`src/rtl/seg7_pkg.sv`:
```
// Shared constants and helpers for the four-digit seven-segment scan driver.
// Segment patterns are stored active-low, ordered {g,f,e,d,c,b,a}.
package seg7_pkg;

  localparam int N_DIGITS = 4;
  localparam logic [6:0] SEG7_BLANK = 7'h7F;

  localparam logic [6:0] SEG7_HEX [16] = '{
    7'h40, 7'h79, 7'h24, 7'h30, 7'h19, 7'h12, 7'h02, 7'h78,
    7'h00, 7'h10, 7'h08, 7'h03, 7'h46, 7'h21, 7'h06, 7'h0E
  };

  // Converts an active-low pattern to the board polarity.
  function automatic logic [6:0] to_polarity(input logic active_low, input logic [6:0] value);
    return active_low ? value : ~value;
  endfunction

endpackage

```
`src/rtl/seg7_scan_driver_hex.sv`:
```
// Combinational hex-nibble to seven-segment decoder.
// Output is the active-low pattern; polarity is applied by the caller.
module hex_to_seg7
  import seg7_pkg::*;
(
  input  logic [3:0] nibble,
  output logic [6:0] seg
);

  assign seg = SEG7_HEX[nibble];

endmodule

```
`src/rtl/seg7_scan_driver.sv`:
```
// Four-digit multiplexed seven-segment driver with a valid/ready input.
// New values are latched into a pending slot and only shown from a frame boundary on.
module seg7_scan_driver
  import seg7_pkg::*;
#(
  parameter int REFRESH_DIV = 100000,
  parameter bit ACTIVE_LOW  = 1'b1
) (
  input  logic        clk,
  input  logic        rst,
  input  logic [15:0] data_i,
  input  logic        valid_i,
  output logic        ready_o,
  input  logic [3:0]  dp_i,
  input  logic        blank_lz_i,
  output logic [6:0]  seg_o,
  output logic        dp_o,
  output logic [3:0]  an_o
);

  localparam int CNT_W = (REFRESH_DIV > 1) ? $clog2(REFRESH_DIV) : 1;

  logic [CNT_W-1:0] cnt_p0;
  logic [1:0]       idx_p0;
  logic             tc;
  logic             frame_end;

  logic [15:0] pend_data;
  logic [3:0]  pend_dp;
  logic [15:0] disp_data;
  logic [3:0]  disp_dp;

  logic [3:0] nib;
  logic [6:0] hex_seg;
  logic       zero_above;
  logic       blank;
  logic [6:0] seg_p0;
  logic [3:0] an_onehot;

  assign tc        = (cnt_p0 == CNT_W'(REFRESH_DIV - 1));
  assign frame_end = tc && (idx_p0 == 2'(N_DIGITS - 1));

  // Stage 0: refresh timing and digit scan index
  always_ff @(posedge clk or posedge rst) begin
    if (rst) begin
      cnt_p0 <= '0;
      idx_p0 <= '0;
    end else if (tc) begin
      cnt_p0 <= '0;
      idx_p0 <= idx_p0 + 2'd1;
    end else begin
      cnt_p0 <= cnt_p0 + CNT_W'(1);
    end
  end

  // ready_o doubles as the pending-empty flag; the two update paths are exclusive
  always_ff @(posedge clk or posedge rst) begin
    if (rst) begin
      ready_o   <= 1'b1;
      pend_data <= '0;
      pend_dp   <= '0;
      disp_data <= '0;
      disp_dp   <= '0;
    end else if (valid_i && ready_o) begin
      pend_data <= data_i;
      pend_dp   <= dp_i;
      ready_o   <= 1'b0;
    end else if (frame_end && !ready_o) begin
      disp_data <= pend_data;
      disp_dp   <= pend_dp;
      ready_o   <= 1'b1;
    end
  end

  assign nib = disp_data[{idx_p0, 2'b00} +: 4];

  hex_to_seg7 u_hex (
    .nibble (nib),
    .seg    (hex_seg)
  );

  // A digit is a leading zero when it and every higher nibble are zero
  always_comb begin
    zero_above = 1'b0;
    unique case (idx_p0)
      2'd0: zero_above = 1'b0;
      2'd1: zero_above = (disp_data[15:4] == 12'h000);
      2'd2: zero_above = (disp_data[15:8] == 8'h00);
      2'd3: zero_above = (disp_data[15:12] == 4'h0);
    endcase
  end

  assign blank     = blank_lz_i && zero_above;
  assign seg_p0    = blank ? SEG7_BLANK : hex_seg;
  assign an_onehot = 4'b0001 << idx_p0;

  // Stage 1: registered display outputs
  always_ff @(posedge clk or posedge rst) begin
    if (rst) begin
      an_o  <= ACTIVE_LOW ? 4'hF : 4'h0;
      seg_o <= to_polarity(ACTIVE_LOW, SEG7_BLANK);
      dp_o  <= ACTIVE_LOW;
    end else begin
      an_o  <= ACTIVE_LOW ? ~an_onehot : an_onehot;
      seg_o <= to_polarity(ACTIVE_LOW, seg_p0);
      dp_o  <= ACTIVE_LOW ? ~disp_dp[idx_p0] : disp_dp[idx_p0];
    end
  end

endmodule

```
`config.mk`:
```
export PLATFORM = sky130hd
export DESIGN_NAME = seg7_scan_driver
export DESIGN_NICKNAME = d
export VERILOG_FILES = /design/src/rtl/seg7_pkg.sv /design/src/rtl/seg7_scan_driver_hex.sv /design/src/rtl/seg7_scan_driver.sv
export SDC_FILE = /design/constraint.sdc
export NUM_CORES = 1
export LEC_CHECK = 0
export CAP_MARGIN = 20
export CORE_ASPECT_RATIO = 0.6
export CORE_MARGIN = 2
export CORE_UTILIZATION = 55
export CTS_BUF_LIST = sky130_fd_sc_hd__clkbuf_16
export DETAILED_ROUTE_END_ITERATION = 16
export PLACE_DENSITY_LB_ADDON = 0.08
export REMOVE_ABC_BUFFERS = 1
export SYNTH_ARGS = -nofsm -noshare
export SYNTH_HDL_FRONTEND = slang
export SYNTH_SLANG_ARGS = --single-unit
```
`constraint.sdc`:
```
create_clock -name clk -period 2.9 [get_ports clk]
set_input_delay 0.58 -clock clk [delete_from_list [all_inputs] [get_ports clk]]
set_output_delay 0.58 -clock clk [all_outputs]
set_load 0.1 [all_outputs]
```
; ---- Word-level counts from Yosys, hierarchy flattened
; Memories as Yosys holds them, arrays and structs flattened.
; Cells that the tools add are included.
; Widths: inputs -> output; s select.
[totals]
wordCells = 45
regBits = 72
out_inout_bits = 13
memories = 1
mem_bits_ro = 112
[classes]
magnitude_cmp = 2
n_shift = 2
bitwise = 4
eq_ne = 4
reduce_logical = 11
mux = 9
add_sub_neg = 2
[mem_list]
columns = memory, words, word_bits, read_ports, rd_clocked_by_memory_dff, wr, line_no
row1 = (no name shown), 16, 7, 1, 0, 0, seg7_scan_driver_hex.sv:10  ; assign seg = SEG7_HEX[nibble];
[op_table]
columns = operator, n
row1 = $mux 7, 3
row2 = $add 17x1->17 const B, 1
row3 = $eq 17x17->1 const B, 1
row4 = $mux 17, 1
row5 = $shiftx 16x5->4, 1
row6 = $logic_not 12->1, 1
row7 = $logic_not 8->1, 1
row8 = $ge 5x5->1 const B, 1
row9 = $not 4->5, 1
row10 = $eq 2x2->1 const B, 2
row11 = $logic_and 1x1->1, 4
row12 = $logic_not 4->1, 1
row13 = $not 4->4, 1
row14 = $pmux 1 s4, 1
row15 = $shl 1x2->4 const A, 1
row16 = $lt 2x3->1 const B, 1
row17 = $mux 1, 3
row18 = $add 2x1->2 const B, 1
row19 = $bmux 1 s2, 1
row20 = $eq 2x1->1 const B, 1
row21 = $logic_not 2->1, 1
row22 = $not 1->1, 2
row23 = $reduce_and 2->1, 1
row24 = $reduce_bool 2->1, 1
row25 = $logic_not 1->1, 1

; ---- Logic depth before layout (Yosys ltp)
[depth]
word_depth = 6
mapped_depth = 7
ltp_nobuf = 6

; ---- Cells and area by module
; A second synthesis with hierarchy kept.
[unflattened]
hier_cells = 247
area_unflattened_um2 = 3255.6
[modules_own_cells]
columns = mod, seq_area_each_um2, area_each_um2, n_inst, cells_per_inst
row1 = seg7_scan_driver, 1818.0, 2999.1, 1, 211
row2 = hex_to_seg7, 0.0, 256.5, 1, 36

; ---- Worst setup path before layout
; Ideal clock, no wire load.
[synth_path]
path_kind = reg-to-reg
from = register cnt_p0[0]
to = register disp_data[10]
t_arrival_ns = 1.753
setup_ns = 0.125
required_ns = 2.775
path_slack_ns = 1.023
n_path_buf = 1
synth_period_minus_slack_ns = 1.877
stages_incl_launch_ff = 7
cell_sequence = dfrtp_1 ha_1 and4_1 and4_4 nor3b_4 buf_6 mux2_2
[synth_between]
elab_chain_len = 4
[synth_rtl]
columns = item, line_no
row1 = from (decl), seg7_scan_driver.sv:23  ; logic [CNT_W-1:0] cnt_p0;
row2 = from (signal assigned), seg7_scan_driver.sv:52  ; cnt_p0 <= cnt_p0 + CNT_W'(1);
row3 = $eq 17x17->1, seg7_scan_driver.sv:40  ; assign tc = (cnt_p0 == CNT_W'(REFRESH_DIV - 1));
row4 = $logic_and 1x1->1, seg7_scan_driver.sv:41  ; assign frame_end = tc && (idx_p0 == 2'(N_DIGITS - 1));
row5 = $logic_and 1x1->1, seg7_scan_driver.sv:68  ; end else if (frame_end && !ready_o) begin
row6 = $reduce_and 2->1 (no source line), --
row7 = to (signal assigned), seg7_scan_driver.sv:69  ; disp_data <= pend_data;
row8 = to (decl), seg7_scan_driver.sv:30  ; logic [15:0] disp_data;
; Every way passes these cells.
; A chain may end at the register's enable or synchronous reset.

; ---- Worst setup path after layout
[layout_path]
from = register idx_p0[0]
to = register seg_o[4]
[layout_between]
elab_chain_len = 6
elab_cells_between_ends = 12
cone_classes = 3 x eq/ne / 1 x shift / 4 x mux / 1 x bitwise / 2 x reduce/logical / 1 x memory
[layout_rtl]
columns = item, line_no
row1 = from (decl), seg7_scan_driver.sv:24  ; logic [1:0] idx_p0;
row2 = from (signal assigned), seg7_scan_driver.sv:50  ; idx_p0 <= idx_p0 + 2'd1;
row3 = $shiftx 16x5->4, seg7_scan_driver.sv:75  ; assign nib = disp_data[{idx_p0, 2'b00} +: 4];
row4 = $not 4->5 (not written as such), seg7_scan_driver_hex.sv:10
row5 = $mem_v2 16x7, --
row6 = $mux 7 (not written as such) (2 in series), seg7_scan_driver_hex.sv:10
row7 = $mux 7 *, seg7_scan_driver.sv:94  ; assign seg_p0 = blank ? SEG7_BLANK : hex_seg;
row8 = via seg_p0[4], seg7_scan_driver.sv:37  ; logic [6:0] seg_p0;
row9 = to (signal assigned), seg7_scan_driver.sv:101  ; seg_o <= to_polarity(ACTIVE_LOW, SEG7_BLANK);
row10 = to (signal assigned), seg7_scan_driver.sv:105  ; seg_o <= to_polarity(ACTIVE_LOW, seg_p0);
row11 = to (decl), seg7_scan_driver.sv:16  ; output logic [6:0] seg_o,
; Mark *: on every way through the listed nets, which the timed path passes. The rest lies on a longest branch. The select of a mux whose other input is x is not followed.

==> flow_summary.json <==
{
  "arrival_ns": 2.63,
  "synth_xor_area_share_pct": 4.64,
  "synth_compound_gate_area_share_pct": 3.28,
  "diodes": 0,
  "drc": 0,
  "ioPinCount": 37,
  "p_leak_nw": 1.94,
  "end_kind": "flop",
  "synthAdderAreaFrac_pct": 4.42,
  "finalCritPeriodShare_pct": 83.6,
  "p_comb_share_pct": 2.4,
  "cp_slowest_cell": "dfrtp_1",
  "min_period_ns": 2.42,
  "hold_buffers": 0,
  "netlist_top_cells_area": "dfrtp_1 (43%), mux2_2 (14%), dfstp_2 (10%), ha_1 (4.4%), mux4_2 (4.0%)",
  "drt_wl_total_mm": 6.15,
  "utilization_pct": 68.7,
  "regArea_um2": 1820,
  "skew_ns": 0.00519,
  "synth_area_um2": 3390,
  "pwr-share-clk_pct": 53.6,
  "start_util_pct": 56.3,
  "grt_use_total_pct": 20.4,
  "dieArea_um2": 6840,
  "cts_max_path_buffers": 2,
  "cts_sinks": 72,
  "grt_pass1_vias": 2091,
  "required_ns": 3.11,
  "tns_ns": 0,
  "row_count": 22,
  "fillCellCount": 427,
  "p_per_area_nw_per_um2": 552,
  "cts.reportedPaths.clkPinSlew_ns": 0.05,
  "worst_pin_slew_ns": 0.652,
  "cts_max_level": 3,
  "yosys.area.top_type_share_pct": 43.5,
  "cts_root_buf": "clkbuf_16",
  "ys.flop_type": "dfrtp_1",
  "maxCapViolCount": 0,
  "yosys.area_share.simple_pct": 10.8,
  "rsz0062_at_grt": "false",
  "layout_commonest_cell": "dfrtp_1",
  "drtPass1Iterations": 4,
  "cts-resized-gates": 0,
  "holdCritPathClass": "reg -> reg",
  "max_freq_mhz": 413,
  "multi_input_area_um2": 1470,
  "async_flop_share_pct": 100,
  "antenna_found_initial": 0,
  "worstPathCellList": "clkinv_1, ha_1, inv_1, o21ai_0, a31oi_1, o211ai_1",
  "syn_area_per_cell_um2": 13.1,
  "globalRoute.totalOverflow": 0,
  "synth-edff-count": 0,
  "switching_share_pct": 18.2,
  "slowest_delay_ns": 0.66,
  "vdd_drop_max_uv": 302,
  "drt_iter0_markers": 150,
  "cts_buffers": 9,
  "p_sw_w": 0.000417,
  "yosysWarnings": 0,
  "port_buffers": 36,
  "muxShareOfSynthArea_pct": 20.0,
  "post-cts-setup-buffers": 0,
  "slew_headroom_pct": 56.4,
  "finalMaxSlewViolations": 0,
  "cts_tree": "built",
  "die_h_um": 64.9,
  "crit_fanout": 10,
  "crit_path_start_kind": "flop",
  "hold_viol_final": 0,
  "grt_max_degree": 31,
  "clkLatencyLatePin_ns": 0.33,
  "final_cell_area_um2": 4140,
  "nets": 337,
  "vias": 2095,
  "most-common-layout-cells": "dfrtp_1 (59), mux2_2 (43), clkdlybuf4s50_1 (23)",
  "ant_nets": 0,
  "synthCells": 260,
  "final-setup-viol-count": 0,
  "wl_per_cell_um": 15.8,
  "intPower_w": 0.00187,
  "core-area_um2": 6030,
  "seqPwrFrac_pct": 44.0,
  "grt_pass1_wl_mm": 10.5,
  "via_per_inst": 5.37,
  "die_w_um": 105,
  "path_class": "reg -> reg",
  "synth_top_area_cell": "dfrtp_1",
  "synth_top_family_by_area": "multiplexers",
  "drive_gt1_share_pct": 31.7,
  "status": "completed",
  "area_growth_syn_to_layout_pct": 22.0,
  "gp_congestion": 0.847,
  "dp_hpwl_mm": 4.29,
  "placed_area_um2": 3800,
  "synth-seq-cells": 72,
  "synth_cell_types": 39,
  "yosysSeqAreaShare_pct": 53.6
}
## final timing paths
kind                            slack [ns]  cells after the start           end       from
worst max-delay path                  0.48                      6      seg_o[4]  idx_p0[0]
worst min-delay path                  0.45                      1     cnt_p0[0]  cnt_p0[0]
worst max register to register        0.48                      6      seg_o[4]  idx_p0[0]
worst min register to register        0.45                      1     cnt_p0[0]  cnt_p0[0]
max in group asynchronous             1.52                      3          dp_o        rst
min in group asynchronous             0.66                      2  pend_data[3]        rst
## power by group through the flow
stage / clock, W / sequential, W / combinational (W)
after floorplan: 0 / 0.00102 / 0.0000150
after global placement: 0 / 0.00102 / 0.0000556
after CTS: 0.00124 / 0.00101 / 0.0000568
after global routing: 0.00129 / 0.00101 / 0.0000618
final: 0.00123 / 0.00101 / 0.0000548
after detailed placement: 0 / 0.00102 / 0.0000566
## sequential cells by signal, indices dropped and copies added, names as in the netlist
| register | count |
|---|---|
| dp_o | 1 |
| cnt_p0 | 17 |
| disp_data | 16 |
| ready_o | 1 |
| seg_o | 7 |
| an_o | 4 |
| idx_p0 | 2 |
| pend_dp | 4 |
| disp_dp | 4 |
| pend_data | 16 |
## per-stage QoR
| stage | hold WS (ns) | setup WS, ns | power (W) | cells |
|---|---|---|---|---|
| after detailed placement | 0.451 | 0.460 | 0.00108 | 374 |
| after CTS | 0.459 | 0.459 | 0.00231 | 390 |
| after floorplan | 0.424 | 0.517 | 0.00104 | 250 |
| final | 0.452 | 0.477 | 0.00229 | 390 |
| after global routing | 0.473 | 0.168 | 0.00236 | 390 |
| after global placement | 0.436 | 0.492 | 0.00108 | 374 |
## routing by layer
| metal | routed length [um] | vias up | track usage, % |
|---|---|---|---|
| met5 | 0 | - | 0 |
| met1 | 3160 | 1037 | 29.0 |
| li1 | - | 1011 | - |
| met3 | 326 | 5 | 7.65 |
| met2 | 2610 | 42 | 29.8 |
| met4 | 53 | 0 | 5.00 |
## synth_stat cells (3+ instances only)
master	count
dfrtp_1	59
mux2_2	43
nor2_1	14
dfstp_2	13
xor2_1	13
ha_1	12
nand2_1	12
inv_1	11
nand3_1	9
nand4_1	7
mux2i_1	6
mux4_2	6
o21ai_0	5
xnor2_1	5
buf_2	4
o211ai_1	4
and4_1	3
buf_6	3
clkbuf_1	3
or4_1	3
## cell families after synthesis
logic type,Yosys count
DFF,72
and+or+nand+nor,64
muxes,55
buffers and inverters,22
xor gates and xnor gates,18
AOI/OAI and AO/OA,17
adders and majority gates,12
## cell type report
cell class | count | share of cell area, %
Multi-Input combinational cell | 166 | 35.4
Sequential cell | 72 | 43.9
Tap cell | 84 | 2.54
Clock inverter | 7 | 2.69
Timing Repair Buffer | 40 | 8.94
Inverter | 12 | 1.09
Clock buffer | 9 | 5.44
## critical path, delay by kind of cell, from the launching register on
kind | cells | cell delay, ns
AOI/OAI and AO/OA | 3 | 0.83
adders and majority gates | 1 | 0.32
buffers and inverters | 2 | 0.49
DFF | 1 | 0.66
Note: power is estimated with default switching activity, not from simulation.
